===== config.mk =====
export PLATFORM = sky130hd
export DESIGN_NAME = ins_seq_ctrl
export DESIGN_NICKNAME = d
export VERILOG_FILES = /design/src/rtl/ins_seq_ctrl.sv
export SDC_FILE = /design/constraint.sdc
export NUM_CORES = 1
export LEC_CHECK = 0
export BUFFER_PORTS_ARGS = -buffer_cell sky130_fd_sc_hd__buf_2
export CAP_MARGIN = 20
export CORE_ASPECT_RATIO = 0.7
export CORE_UTILIZATION = 46
export DETAILED_ROUTE_END_ITERATION = 12
export GPL_ROUTABILITY_DRIVEN = 1
export PLACE_DENSITY = 0.77
export SYNTH_ARGS = -nofsm -noshare
export SYNTH_HDL_FRONTEND = slang
export SYNTH_SLANG_ARGS = --single-unit
export TNS_END_PERCENT = 5

===== constraint.sdc =====
create_clock -name clk -period 5.51 [get_ports clk]
set_input_delay 1.102 -clock clk [delete_from_list [all_inputs] [get_ports clk]]
set_output_delay 1.102 -clock clk [all_outputs]
set_load 0.02 [all_outputs]

===== src/rtl/ins_seq_ctrl.sv =====
// ins_seq_ctrl: multi-cycle RV32I fetch/decode/execute/writeback sequencer owning the PC.
// Optional INS_SEQ_CTRL_MISALIGN_TRAP_EN traps on PC targets with bit 1 set.
module ins_seq_ctrl #(
    parameter logic [31:0] RESET_PC = 32'h0000_0000
) (
    input  logic        clk,
    input  logic        rst,
    input  logic        start,
    input  logic        halt_req,
    output logic        imem_req,
    input  logic        imem_ack,
    input  logic [31:0] imem_data,
    output logic [31:0] ins,
    output logic        exec_op,
    output logic [31:0] reg_pc_val,
    input  logic        ex_pc_w_op,
    input  logic [31:0] ex_pc_w_val,
    input  logic        ex_reg_w_op,
    input  logic [4:0]  ex_reg_w_idx,
    input  logic [31:0] ex_reg_w_val,
    output logic        rf_w_en,
    output logic [4:0]  rf_w_idx,
    output logic [31:0] rf_w_val,
    output logic        busy,
    output logic        trap,
    output logic [31:0] instret
);
    typedef enum logic [2:0] {IDLE, FETCH, DECODE, EXEC, WB, HALT} state_e;
    state_e      state_q, state_d;
    logic [31:0] pc_q, pc_d, ins_q, ins_d, instret_q, instret_d;
    logic        trap_q, trap_d, exec_op_q, rf_w_en_q;
    logic        pcw_op_q;
    logic [31:0] pcw_val_q, rw_val_q;
    logic [4:0]  rw_idx_q;
    logic        misalign;
`ifdef INS_SEQ_CTRL_MISALIGN_TRAP_EN
    assign misalign = pcw_op_q & pcw_val_q[1];
`else
    assign misalign = 1'b0;
`endif
    always_comb begin
        state_d   = state_q;
        pc_d      = pc_q;
        ins_d     = ins_q;
        instret_d = instret_q;
        trap_d    = trap_q;
        case (state_q)
            IDLE:   if (start) state_d = FETCH;
            FETCH:  begin
                if (imem_ack) begin
                    ins_d   = imem_data;
                    state_d = DECODE;
                end else if (halt_req) state_d = HALT;
            end
            DECODE: state_d = EXEC;
            EXEC:   state_d = WB;
            WB:     begin
                if (misalign) begin
                    trap_d  = 1'b1;
                    state_d = HALT;
                end else begin
                    pc_d      = pcw_op_q ? (pcw_val_q & ~32'h1) : pc_q + 32'd4;
                    instret_d = instret_q + 32'd1;
                    state_d   = halt_req ? HALT : FETCH;
                end
            end
            HALT:   begin
                if (start) begin
                    trap_d  = 1'b0;
                    state_d = FETCH;
                end
            end
            default: state_d = IDLE;
        endcase
    end
    always_ff @(posedge clk or posedge rst) begin
        if (rst) begin
            state_q   <= IDLE;
            pc_q      <= RESET_PC;
            ins_q     <= 32'h0000_0013;
            instret_q <= '0;
            trap_q    <= 1'b0;
            exec_op_q <= 1'b0;
            rf_w_en_q <= 1'b0;
            pcw_op_q  <= 1'b0;
            pcw_val_q <= '0;
            rw_idx_q  <= '0;
            rw_val_q  <= '0;
        end else begin
            state_q   <= state_d;
            pc_q      <= pc_d;
            ins_q     <= ins_d;
            instret_q <= instret_d;
            trap_q    <= trap_d;
            exec_op_q <= (state_d == EXEC);
            // WB holding registers: the execute units' outputs are only valid during EXEC
            rf_w_en_q <= (state_q == EXEC) & ex_reg_w_op & (ex_reg_w_idx != 5'd0);
            if (state_q == EXEC) begin
                pcw_op_q  <= ex_pc_w_op;
                pcw_val_q <= ex_pc_w_val;
                rw_idx_q  <= ex_reg_w_idx;
                rw_val_q  <= ex_reg_w_val;
            end
        end
    end
    assign imem_req   = (state_q == FETCH);
    assign busy       = (state_q != IDLE) && (state_q != HALT);
    assign ins        = ins_q;
    assign exec_op    = exec_op_q;
    assign reg_pc_val = pc_q;
    assign rf_w_en    = rf_w_en_q;
    assign rf_w_idx   = rw_idx_q;
    assign rf_w_val   = rw_val_q;
    assign trap       = trap_q;
    assign instret    = instret_q;
endmodule


# Yosys cells after proc, flatten, opt, wreduce, memory -nomap -nowiden
# Index checks and enable logic that the tools add are counted.
dict set report totals {
  word_cells 33
  ff_bits 171
  output_inout_bits 138
  input_bits 108
}
dict set report op_classes {
  n_eq_ne 7
  n_addsub 2
  reduce_logical 6
  mux 6
  bitwise 2
}
# operator count
set op_table {}
lappend op_table {{32-bit by 1-bit adder with 32-bit output, second input constant} 1}
lappend op_table {{32-bit by 3-bit adder with 32-bit output, second input constant} 1}
lappend op_table {{32-bit 2-to-1 mux} 1}
lappend op_table {{3-bit one-hot mux with 5 select lines} 1}
lappend op_table {{3-bit 2-to-1 mux} 4}
lappend op_table {{3-bit by 2-bit == test with 1-bit output, second input constant} 3}
lappend op_table {{3-bit == test, second input constant} 2}
lappend op_table {{5-bit nonzero test} 1}
lappend op_table {{3-bit by 1-bit == test with 1-bit output, second input constant} 1}
lappend op_table {{3-bit logical NOT} 1}
lappend op_table {{3-bit != test, second input constant} 1}
lappend op_table {{3-bit nonzero test} 1}
lappend op_table {{1-bit bitwise AND} 2}
lappend op_table {{2-bit AND reduction} 1}
lappend op_table {{2-bit OR reduction} 1}
lappend op_table {{1-bit logical AND} 1}

# Depth between registers and ports, before layout
dict set report logic_depth {
  word_depth 4
  ltp_mapped 8
}

# Worst setup path before layout
# No wires, ideal clock.
dict set report synth_path {
  path_type {flip-flop to output port}
  startpoint {register state_q[2]}
  endpoint {output busy}
  t_required_ns 4.408
  n_path_buf 0
  arrival_time_ns 1.101
  path_stages_with_launch 3
  path_slack_ns 3.307
  path_cell_list {dfrtp_1 -> and2b_1 -> or3_1}
}
dict set report synth_via {
  elab_chain_cells 2
}
# element line
set synth_rtl {}
lappend synth_rtl {{start, declared} 29} ;# state_e state_q, state_d;
lappend synth_rtl {{start signal, assigned} 90} ;# state_q <= state_d;
lappend synth_rtl {{3-bit != test / 3-bit nonzero test (equally long branches)} 107} ;# assign busy = (state_q != IDLE) && (state_q != HALT);
lappend synth_rtl {{1-bit logical AND (*)} 107}
lappend synth_rtl {{end, declared} 24} ;# output logic busy,
# Every way passes the cells marked *; elsewhere a longest branch is shown, timed or not.

# Final worst setup path
# Ends and elaborated chain as after synthesis.

==> results.cfg <==
[run]
drv_cap = 0

[yosys]
syn_avg_cell_area_um2 = 12.4
ys.flop_type = dfrtp_1
synth_cell_type_count = 61
synth_edf_count = 0
yosysTopAreaCell = dfrtp_1
synth_top_area_share = 0.554
synthCells = 606
async_reset_ff_frac = 1.00
ys_warn_count = 0
ys_seq_area_frac = 0.564
ys_seq_elements = 169
yosys-top-cells-area = dfrtp_1, mux2_2, xnor2_1
synth_area_um2 = 7500

[setup_path]
criticalPathCategory = reg2out
reg2reg_depth = 6
cp.arrival_ns = 1.73
endpoint_kind = output pin
critPathRequiredTime_ns = 4.41
crit_fanout = 9
cp-start-kind = flip-flop

[finish]
multi_input_area_um2 = 3080
final_nets = 953
area_growth_pct = 25.8
final_cell_mix = buf_2, dfrtp_1, mux2_2
final_area_um2 = 9430
fillers = 1316
final_common_cell = buf_2
drive_gt1_frac = 0.479
fin_util = 0.601
regArea_um2 = 4230

[clock_tree]
cts_setup_buffers = 0
cts_buffers = 17
cts_tree = yes
hold_buffers = 0
clockRootBuffer = clkbuf_16
ctsHtreeMaxLevel = 4
clkTransAtPathRegs_ns = 0.07
clock_sinks = 169
clock_path_buffers = 2
cts_resized = 0
worstSkewPairLatency_ns = 0.41

[outcome]
run_status = finished, final reports clean

[min_path]
hp-class = reg2reg
hold_depth = 1

[timing]
maxSlewHeadroom = 0.352
tightestPinTransition_ns = 0.971
clock_skew_ns = 0.0114
hold_viol = 0
fin_crit_sh = 0.514
report.final.slew_viol_count = 0
rsz0062_at_grt = false
finalSetupViolCount = 0
post-route-min-period_ns = 2.83
clock.fmax_mhz = 353
setup_tns_ns = 0

[grt]
track_usage = 0.216
use_met1 = 0.293
antenna_found_initial = 3
grt_pass1_wl_um = 28400
use_met3 = 0.0680
grt_pass1_vias = 5543
gr-max-usage-layer = met2
grt_use_met2 = 0.341
gr-total-overflow = 0
grt_max_degree = 72

[place]
place_congestion = 0.838
dpl_cell_area_um2 = 8870
post-dp-hpwl_um = 12700
numPortBuffers = 242

[floorplanning]
fp.dieW_um = 155
start_util = 0.478
num_io_pins = 246
die-area_um2 = 16800
core-area_um2 = 15700
chipHeight_um = 109
rows = 38

[routing]
viasPerCell = 5.34
vias = 5648
first_pass_iters = 5
detail-route-antenna-nets = 0
drtIter0Drc = 281
drc = 0
wl_per_cell_um = 16.8
wirelength_um = 17800

[power_and_ir_drop]
power.density_nw_per_um2 = 570
irDropWorstVdd_mv = 0.291
p_leak_nw = 4.50
## power breakdown
group	switching, mW	leakage, nW	total, mW	internal, mW
clock	0.542	0.277	1.14	0.598
sequential	0.404	2.07	2.17	1.76
combinational	1.18	2.15	2.07	0.886
total	2.13	4.50	5.38	3.25
## layer usage
| layer | routed length, um | vias up |
|---|---|---|
| met2 | 8280 | 216 |
| li1 | - | 2662 |
| met4 | 148 | 2 |
| met1 | 7980 | 2751 |
| met3 | 1370 | 17 |
| met5 | 19 | - |
## synth_stat cells (all sizes together) (4+ instances only)
| cell | number |
|---|---|
| xor2 | 6 |
| or3 | 4 |
| nand4 | 16 |
| or2 | 4 |
| and4 | 5 |
| xnor2 | 25 |
| mux2 | 102 |
| nor2 | 24 |
| inv | 11 |
| dfrtp | 166 |
| nor3 | 16 |
| o21ai | 33 |
| and3 | 11 |
| nand2 | 36 |
| a211oi | 9 |
| a311oi | 7 |
| nor4 | 9 |
| a21oi | 18 |
| clkbuf | 10 |
| nand3 | 22 |
| buf | 22 |
| nand3b | 11 |
## registers in the layout, indices dropped and copies added (netlist names)
register	cells
exec_op	1
instret	32
rf_w_idx	5
rf_w_val	32
reg_pc_val	31
rf_w_en	1
pcw_val_q	31
state_q	3
pcw_op_q	1
ins	32
## final timing paths
check / startpoint / endpoint / slack, ns
min reg2reg: instret[31] / instret[31] / 0.48
max: state_q[2] / busy / 2.68
max in group asynchronous: rst / pcw_op_q / 3.45
min in group asynchronous: rst / rf_w_val[7] / 0.59
max reg2reg: state_q[1] / reg_pc_val[15] / 3.11
min: instret[31] / instret[31] / 0.48
## per-stage QoR
| stage | cells | worst slack, ns | total power, mW | hold WS [ns] |
|---|---|---|---|---|
| 2_1_floorplan | 607 | 2.26 | 3.55 | 0.470 |
| 3_3_place_gp | 1024 | 2.94 | 4.18 | 0.459 |
| 3_5_place_dp | 1024 | 2.92 | 4.26 | 0.470 |
| 4_1_cts | 1056 | 2.64 | 5.43 | 0.486 |
| 5_1_grt | 1056 | 2.58 | 5.70 | 0.517 |
| 6_report | 1057 | 2.68 | 5.38 | 0.483 |
## final cells by class
type,count,share of cell area
timing repair buffer,249,0.134
sequential,169,0.449
clock inverter,15,0.0137
antenna,1,0.000265
tap,200,0.0265
multi-input combinational,395,0.327
inverter,11,0.00478
clock buffer,17,0.0451
## worst max-delay path, stage by stage (launching register included)
cell     delay [ns]
dfrtp_1        0.51
and2b_1        0.27
or3_1          0.36
buf_2          0.19
## logic make-up (layout without fill, tap and decap cells)
group,after synthesis,in the layout,share of synthesized area
AO/OA/AOI/OAI,85,85,0.0706
XOR/XNOR,31,31,0.0372
adder cells (fa/ha/maj),2,2,0.00334
buffers and inverters,43,292,0.0279
flip-flops,169,169,0.564
multiplexers,104,104,0.156
other,1,3,0.000500
AND/OR/NAND/NOR,171,171,0.140
No activity file was read; power rests on OpenSTA's default activity.
